$ cat config.mk
export PLATFORM = sky130hd
export DESIGN_NAME = alu_branch_unit
export DESIGN_NICKNAME = d
export VERILOG_FILES = /design/src/rtl/alu_pkg.sv /design/src/rtl/alu_core.sv /design/src/rtl/alu_branch_unit.sv
export SDC_FILE = /design/constraint.sdc
export NUM_CORES = 1
export LEC_CHECK = 0
export CORE_ASPECT_RATIO = 1.4
export CORE_MARGIN = 2
export CORE_UTILIZATION = 30
export DETAILED_ROUTE_END_ITERATION = 8
export SYNTH_ARGS = -nofsm -noshare
export SYNTH_HDL_FRONTEND = slang
export SYNTH_SLANG_ARGS = --single-unit
$ cat constraint.sdc
create_clock -name i_clk -period 13.95 [get_ports i_clk]
set_input_delay 4.185 -clock i_clk [delete_from_list [all_inputs] [get_ports i_clk]]
set_output_delay 4.185 -clock i_clk [all_outputs]
set_load 0.02 [all_outputs]
$ cat src/rtl/alu_pkg.sv
// Shared types and constants for the ALU / branch unit.
// Shifter support is gated by ALU_SHIFT_EN (see alu_core).
package alu_pkg;

  typedef logic [31:0] data_t;

  typedef enum logic [2:0] {
    ALUOP_ADD    = 3'b000,
    ALUOP_BRANCH = 3'b001,
    ALUOP_RTYPE  = 3'b010,
    ALUOP_ITYPE  = 3'b011,
    ALUOP_PASS   = 3'b100
  } aluop_e;

  typedef enum logic [3:0] {
    OP_AND  = 4'b0000,
    OP_OR   = 4'b0001,
    OP_ADD  = 4'b0010,
    OP_XOR  = 4'b0011,
    OP_SLL  = 4'b0100,
    OP_SRL  = 4'b0101,
    OP_SUB  = 4'b0110,
    OP_SRA  = 4'b0111,
    OP_SLT  = 4'b1000,
    OP_SLTU = 4'b1001,
    OP_PASS = 4'b1010
  } alu_op_e;

  localparam logic [2:0] F3_BEQ  = 3'b000;
  localparam logic [2:0] F3_BNE  = 3'b001;
  localparam logic [2:0] F3_BLT  = 3'b100;
  localparam logic [2:0] F3_BGE  = 3'b101;
  localparam logic [2:0] F3_BLTU = 3'b110;
  localparam logic [2:0] F3_BGEU = 3'b111;

  // Shared R/I-type funct3 decode; sub_ok is cleared for I-type so ADDI never becomes SUB.
  function automatic alu_op_e funct3_op(input logic [2:0] f3, input logic alt, input logic sub_ok);
    alu_op_e op;
    case (f3)
      3'b000:  op = (alt && sub_ok) ? OP_SUB : OP_ADD;
      3'b001:  op = OP_SLL;
      3'b010:  op = OP_SLT;
      3'b011:  op = OP_SLTU;
      3'b100:  op = OP_XOR;
      3'b101:  op = alt ? OP_SRA : OP_SRL;
      3'b110:  op = OP_OR;
      default: op = OP_AND;
    endcase
    return op;
  endfunction

endpackage

$ cat src/rtl/alu_core.sv
// Combinational 32-bit ALU datapath.
// Shifts exist only when ALU_SHIFT_EN is defined; otherwise shift codes yield 0.
module alu_core
  import alu_pkg::*;
(
  input  logic [3:0]  i_Op,
  input  logic [31:0] i_Op1,
  input  logic [31:0] i_Op2,
  output logic [31:0] o_Result,
  output logic        o_Zero
);

  logic [4:0] w_shamt;
  assign w_shamt = i_Op2[4:0];

  always_comb begin
    o_Result = '0;
    case (i_Op)
      OP_AND:  o_Result = i_Op1 & i_Op2;
      OP_OR:   o_Result = i_Op1 | i_Op2;
      OP_ADD:  o_Result = i_Op1 + i_Op2;
      OP_XOR:  o_Result = i_Op1 ^ i_Op2;
      OP_SUB:  o_Result = i_Op1 - i_Op2;
      OP_SLT:  o_Result = {31'd0, ($signed(i_Op1) < $signed(i_Op2))};
      OP_SLTU: o_Result = {31'd0, (i_Op1 < i_Op2)};
      OP_PASS: o_Result = i_Op2;
`ifdef ALU_SHIFT_EN
      OP_SLL:  o_Result = i_Op1 << w_shamt;
      OP_SRL:  o_Result = i_Op1 >> w_shamt;
      OP_SRA:  o_Result = data_t'($signed(i_Op1) >>> w_shamt);
`endif
      default: o_Result = '0;
    endcase
  end

  assign o_Zero = (o_Result == '0);

endmodule

$ cat src/rtl/alu_branch_unit.sv
// ALU control decode, branch/jump resolution and one-cycle output registers.
// Shift operations depend on ALU_SHIFT_EN in alu_core.
module alu_branch_unit
  import alu_pkg::*;
(
  input  logic        i_clk,
  input  logic        i_rst,
  input  logic        i_Valid,
  input  logic [2:0]  i_ALUOp,
  input  logic [2:0]  i_Funct3,
  input  logic [6:0]  i_Funct7,
  input  logic [31:0] i_Op1,
  input  logic [31:0] i_Op2,
  input  logic        i_Branch,
  input  logic        i_Jump,
  output logic        o_Valid,
  output logic [31:0] o_Result,
  output logic        o_Zero,
  output logic        o_B_J_result
);

  logic [3:0] w_op;
  data_t      w_result;
  logic       w_zero;
  logic       w_cond;
  logic       w_taken;
  logic       w_unused_funct7;

  // Only funct7[5] distinguishes SUB/SRA; the remaining bits are don't-care.
  assign w_unused_funct7 = ^{i_Funct7[6], i_Funct7[4:0]};

  always_comb begin
    w_op = OP_ADD;
    case (i_ALUOp)
      ALUOP_BRANCH: begin
        case (i_Funct3)
          F3_BLT, F3_BGE:   w_op = OP_SLT;
          F3_BLTU, F3_BGEU: w_op = OP_SLTU;
          default:          w_op = OP_SUB;
        endcase
      end
      ALUOP_RTYPE: w_op = funct3_op(i_Funct3, i_Funct7[5], 1'b1);
      ALUOP_ITYPE: w_op = funct3_op(i_Funct3, i_Funct7[5], 1'b0);
      ALUOP_PASS:  w_op = OP_PASS;
      default:     w_op = OP_ADD;
    endcase
  end

  alu_core u_alu_core (
    .i_Op     (w_op),
    .i_Op1    (i_Op1),
    .i_Op2    (i_Op2),
    .o_Result (w_result),
    .o_Zero   (w_zero)
  );

  always_comb begin
    w_cond = 1'b0;
    case (i_Funct3)
      F3_BEQ, F3_BGE, F3_BGEU: w_cond = w_zero;
      F3_BNE, F3_BLT, F3_BLTU: w_cond = !w_zero;
      default:                 w_cond = 1'b0;
    endcase
  end

  assign w_taken = i_Jump | (i_Branch & w_cond);

  always_ff @(posedge i_clk) begin
    if (i_rst) begin
      o_Valid      <= 1'b0;
      o_Result     <= '0;
      o_Zero       <= 1'b0;
      o_B_J_result <= 1'b0;
    end else begin
      o_Valid <= i_Valid;
      if (i_Valid) begin
        o_Result     <= w_result;
        o_Zero       <= w_zero;
        o_B_J_result <= w_taken;
      end
    end
  end

endmodule

== After elaboration in Yosys (flattened, before gate mapping) ==
Cells that the tools add are included.

* Flip-flop bits (word level): 35
* Bits of input ports: 82
* Output and inout port bits: 35
* Logic and storage cells: 47

* Add/sub/neg operators: 2
* $lt $le $gt $ge: 2
* Eq/ne operators: 18
* Muxes and demuxes: 8
* Bitwise operators: 5
* Reduce and logical (&&, ||, !) cells: 8

{| class="wikitable"
|+ Operator list
! cell !! number
|-
| $pmux 32 s8 || 1
|-
| $lt 32x32->1 || 2
|-
| $pmux 4 s7 || 2
|-
| $add 32x32->32 || 1
|-
| $and 32x32->32 || 1
|-
| $logic_not 32->1 || 1
|-
| $or 32x32->32 || 1
|-
| $sub 32x32->32 || 1
|-
| $xor 32x32->32 || 1
|-
| $pmux 4 s4 || 1
|-
| $eq 3x3->1 const B || 5
|-
| $eq 3x2->1 const B || 4
|-
| $eq 4x4->1 const B || 3
|-
| $eq 4x2->1 const B || 2
|-
| $pmux 4 s2 || 1
|-
| $eq 3x1->1 const B || 2
|-
| $reduce_or 3->1 || 2
|-
| $eq 4x1->1 const B || 1
|-
| $eq 4x3->1 const B || 1
|-
| $logic_not 4->1 || 1
|-
| $reduce_or 2->1 || 2
|-
| $logic_not 3->1 || 1
|-
| $mux 3 || 1
|-
| $mux 2 || 1
|-
| other kinds (4) || 4
|}

== Logic depth before layout (Yosys ltp) ==
* Depth in word-level cells: 11
* Depth in mapped cells: 17
* Mapped depth without buffers: 17

== Modules after synthesis ==
Synthesis repeated with hierarchy kept, for this count alone.

* Cell total of the unflattened synthesis: 1,112
* Area, all modules: 7,693.6 µm²

{| class="wikitable"
|+ Modules (own cells, without submodules)
! module !! times used !! cells each !! area each (µm²) !! seq. area each (µm²)
|-
| alu_core || 1 || 974 || 6,327.3 || 0.0
|-
| alu_branch_unit || 1 || 138 || 1,366.3 || 700.7
|}

== Worst setup path after synthesis ==
Ideal clock, no wire load.

* Path type: input to register
* From: input i_Op1[2]
* To: register o_B_J_result
* Library setup time: 0.127 ns
* Arrival: 7.205 ns
* Required time: 13.823 ns
* Slack: 6.618 ns
* Stages on the path: 16
* Path buffers: 1
* Cell sequence: inv_1 ha_1 buf_6 nand2b_1 a211o_1 a2111oi_4 o21ai_0 nor2b_1 o311ai_1 and2_1 o221ai_1 a2111oi_2 nand4_1 nor2_1 a211oi_1 or3_1

* Word-level cells in the longest chain between the ends: 7
* Elaborated cells between the ends (all ways): 13
* Those cells by class: add/sub: 2; order compare: 2; mux: 2; bitwise: 5; reduce/logical: 2

{| class="wikitable"
|+ RTL lines
! element !! RTL line !! RTL
|-
| start, declared || alu_branch_unit.sv:12 || <nowiki>input logic [31:0] i_Op1,</nowiki>
|-
| $sub 32x32->32 (tied with other cells) || alu_core.sv:23 || <nowiki>OP_SUB: o_Result = i_Op1 - i_Op2;</nowiki>
|-
| $pmux 32 s8 (*) || alu_core.sv:18 || <nowiki>case (i_Op)</nowiki>
|-
| $logic_not 32->1 (*) || alu_core.sv:36 || <nowiki>assign o_Zero = (o_Result == '0);</nowiki>
|-
| $logic_not 1->1 || alu_branch_unit.sv:61 || <nowiki>F3_BNE, F3_BLT, F3_BLTU: w_cond = !w_zero;</nowiki>
|-
| $pmux 1 s2 (*) || alu_branch_unit.sv:59 || <nowiki>case (i_Funct3)</nowiki>
|-
| $and 1x1->1 (*) || alu_branch_unit.sv:66 || <nowiki>assign w_taken = i_Jump | (i_Branch & w_cond);</nowiki>
|-
| $or 1x1->1 (*) || alu_branch_unit.sv:66 ||
|-
| end signal, assigned || alu_branch_unit.sv:79 || <nowiki>o_B_J_result <= w_taken;</nowiki>
|-
| end, declared || alu_branch_unit.sv:19 || <nowiki>output logic o_B_J_result</nowiki>
|}

Mark *: on every way between the ends. The rest lies on a longest branch, timed or not.
A chain may end at the register's enable or synchronous reset.

== Worst setup path after layout ==
* From: input i_ALUOp[2]
* To: register o_B_J_result

* Word-level cells in the longest chain between the ends: 9
* Elaborated cells between the ends (all ways): 19
* Those cells by class: eq/ne: 11; mux: 3; bitwise: 2; reduce/logical: 3

{| class="wikitable"
|+ RTL lines
! element !! RTL line !! RTL
|-
| start, declared || alu_branch_unit.sv:9 || <nowiki>input logic [2:0] i_ALUOp,</nowiki>
|-
| $eq 3x3->1 (tied with other cells) || alu_branch_unit.sv:34 || <nowiki>case (i_ALUOp)</nowiki>
|-
| $pmux 4 s4 (*) || alu_branch_unit.sv:34 ||
|-
| $eq 4x4->1 (tied with other cells) || alu_core.sv:18 ||
|-
| $pmux 32 s8 (*) || alu_core.sv:18 ||
|-
| $logic_not 32->1 (*) || alu_core.sv:36 ||
|-
| $logic_not 1->1 || alu_branch_unit.sv:61 ||
|-
| $pmux 1 s2 (*) || alu_branch_unit.sv:59 ||
|-
| $and 1x1->1 (*) || alu_branch_unit.sv:66 ||
|-
| $or 1x1->1 (*) || alu_branch_unit.sv:66 ||
|}

Marked as above.

==> flow_summary_export.csv <==
group,metric,value,unit
placed_design,dp_hpwl,20900,µm
cts,cts_htree_levels,2,
routing,wire_per_inst,19.3,µm
cts,clk_latency,0.29,ns
global_route,grt_pass1_vias,7844,
synth,syn_inst,1028,
setup_path,cp-start-kind,"input port",
setup_path,criticalPathCategory,"in -> reg",
setup_path,crit_fanout,34,
synth,synth_nets,1210,
min_path,hold_path.class,"reg -> reg",
layout,fin_nets,1271,
pwr,cell_internal_pwr,329,µW
pwr,ir_drop,59.8,µV
routing,drcViolationCount,0,
timing,tns,0,ns
floorplan,dieArea,25200,µm²
floorplan,chipHeight,187,µm
timing,worst_pin_slew,1.21,ns
synth,synth_seq_cells,35,
global_route,grt_max_degree,57,
cts,clk_pin_slew,0.06,ns
timing,fin_skew,0,ns
timing,fmax,0.111,GHz
timing,setup_violations,0,
layout,fillers,2522,
pwr,finalPower,602,µW
synth,synthTopCellsByArea,"ha_1 17%, dfxtp_1 9.8%, a21oi_1 6.1%, nor2_1 5.4%, o21ai_0 5.3%",
floorplan,core_area,23400,µm²
synth,ys_warn_count,0,
cts,cts_resized,0,
cts,cts_hold_buffers,0,
pwr,switching_share,0.453,
setup_path,arrival,9.19,ns
synth,ys_seq_area_frac,0.0977,
pwr,cellLeakagePower,3.57,nW
cts,cts.sinks,35,
layout,n_antenna_cell,0,
synth,syn_area_per_cell,6.97,µm²
cts,postCtsSetupRepairBufs,0,
cts,cts_tree,"done",
routing,ant_nets,0,
cts,cts-root-buf,"clkbuf_16",
layout,mostFrequentLayoutCell,"clkdlybuf4s50_1",
timing,slew_viol_final,0,
timing,hold_ws,0.466,ns
layout,finalInstanceArea,8580,µm²
synth,syn_area,7170,µm²
routing,drt_iter0_drc,736,
placed_design,gp_congestion,0.917,
placed_design,place_area,8410,µm²
timing,finalCriticalPeriod,9.02,ns
layout,layout.cells.most_common_list,"109 x clkdlybuf4s50_1, 104 x nor2_1, 98 x ha_1",
pwr,pwr-share-comb,0.588,
layout,seq_area,701,µm²
floorplan,die_w,135,µm
setup_path,crit_required,14.12,ns
global_route,grt-ovfl-total,0,
synth,async_flop_share,0,
pwr,p_clk_frac,0.220,
floorplan,rows,66,
routing,drt_wl_total,26900,µm
layout,final_cells,1396,
timing,timing.final.crit_share,0.647,
pwr,switchingPower,272,µW
timing,rsz0062_at_grt,"false",
placed_design,placedCellCount,1388,
synth,synthFlopType,"dfxtp_1",
outcome,status,"finished clean",
pwr,pwr-share-seq,0.192,
synth,ys_types,93,
global_route,grt.total_usage,0.207,
floorplan,ios,117,
global_route,antenna_found_initial,0,
floorplan,initial_core_util,0.307,
layout,multi_input_area,5790,µm²
layout,syn_to_final_growth,19.7,%
layout,layout-drive-gt1-share,0.0495,
placed_design,portBuffers,110,
pwr,cellPowerDensity,70.1,nW/µm²
routing,vias,8145,
routing,first_pass_iters,7,
global_route,grt_pass1_wl,42200,µm
synth,yosysTopAreaCellShare,0.171,
routing,via_per_inst,5.83,
timing,hold_viol_final,0,
cts,cts_inserted_buffers,5,
synth,synth_edf_count,0,
setup_path,crit_path_end_kind,"flip-flop",
timing,slew_headroom,0.192,
job,drv_cap,0,
cts,cts_buffer_depth,2,
synth,yosysTopAreaCell,"ha_1",
worst paths after layout:
kind / from / to / slack, ns / cells after the start
setup / recovery: i_ALUOp[2] / o_B_J_result$_SDFFE_PP0P_ / 4.93 / 16
hold / removal: o_Result[4]$_SDFFE_PP0P_ / o_Result[4]$_SDFFE_PP0P_ / 0.47 / 2
setup reg to reg: o_B_J_result$_SDFFE_PP0P_ / o_B_J_result$_SDFFE_PP0P_ / 12.86 / 3
hold reg to reg: o_Result[4]$_SDFFE_PP0P_ / o_Result[4]$_SDFFE_PP0P_ / 0.47 / 2
power groups by stage:
stage	Sequential [mW]	Combinational, mW	Clock (mW)
final	0.116	0.353	0.133
after global routing	0.117	0.384	0.138
after CTS	0.116	0.348	0.135
after detailed placement	0.118	0.346	0
after global placement	0.118	0.344	0
after floorplan	0.128	0.215	0
registers in the layout (all words and copies together), names as in the netlist:
| signal | cells |
|---|---|
| o_Result | 32 |
| o_Valid | 1 |
| o_B_J_result | 1 |
| o_Zero | 1 |
worst max-delay path, stage by stage:
cell	delay, ns
clkdlybuf4s50_1	0.86
nor3b_4	0.27
buf_4	0.44
a211o_1	0.32
nor4_4	0.05
buf_4	0.27
nand2_1	0.10
buf_4	0.26
o211ai_1	0.14
a222oi_1	0.68
o2111ai_1	0.31
a2111oi_2	0.37
nand4_1	0.23
nor2_1	0.24
a211oi_1	0.06
or3_1	0.36
synthesized netlist by cell type, types with 13 or more instances:
master    instances
nand4_1          15
ha_1             98
nand2_1          84
nor2b_1          13
nand3_1          16
nor2_1          104
o31ai_1          13
a211oi_1         30
inv_1            96
clkbuf_1         37
o211ai_1         23
dfxtp_1          35
nor3_1           24
a21oi_1          87
buf_2            20
o21ai_0          76
cell families (layout without fill, tap and decap cells):
kind of cell / Yosys count / in the layout / share of synthesized area
AO/OA/AOI/OAI: 389 / 389 / 0.383
AND/OR/NAND/NOR: 321 / 321 / 0.220
flip-flops: 35 / 35 / 0.0977
buffers and inverters: 162 / 224 / 0.0951
multiplexers: 8 / 8 / 0.0115
XOR/XNOR: 13 / 13 / 0.0159
adder cells (fa/ha/maj): 100 / 100 / 0.177
metal layers:
metal  wire length [µm]  vias to the layer above  global-route usage
met3               1840                       76              0.0287
li1                   -                     3914                   -
met5                  0                        -                   0
met1              11100                     3826               0.261
met4               1090                        0              0.0814
met2              12900                      329               0.353
cell type report:
| type | count | area share |
|---|---|---|
| Tap cell | 306 | 0.0446 |
| Inverter | 96 | 0.0420 |
| Clock buffer | 5 | 0.0146 |
| Sequential cell | 35 | 0.0817 |
| Multi-Input combinational cell | 831 | 0.675 |
| Timing Repair Buffer | 120 | 0.136 |
| Clock inverter | 3 | 0.00554 |
through the flow:
stage / util / setup WS (ns)
2_1_floorplan: - / 6.62
5_1_grt: 0.367 / 4.73
6_report: 0.367 / 4.93
4_1_cts: 0.367 / 5.05
3_3_place_gp: 0.360 / 4.77
3_5_place_dp: 0.360 / 4.77
No activity file was read; power rests on OpenSTA's default activity.
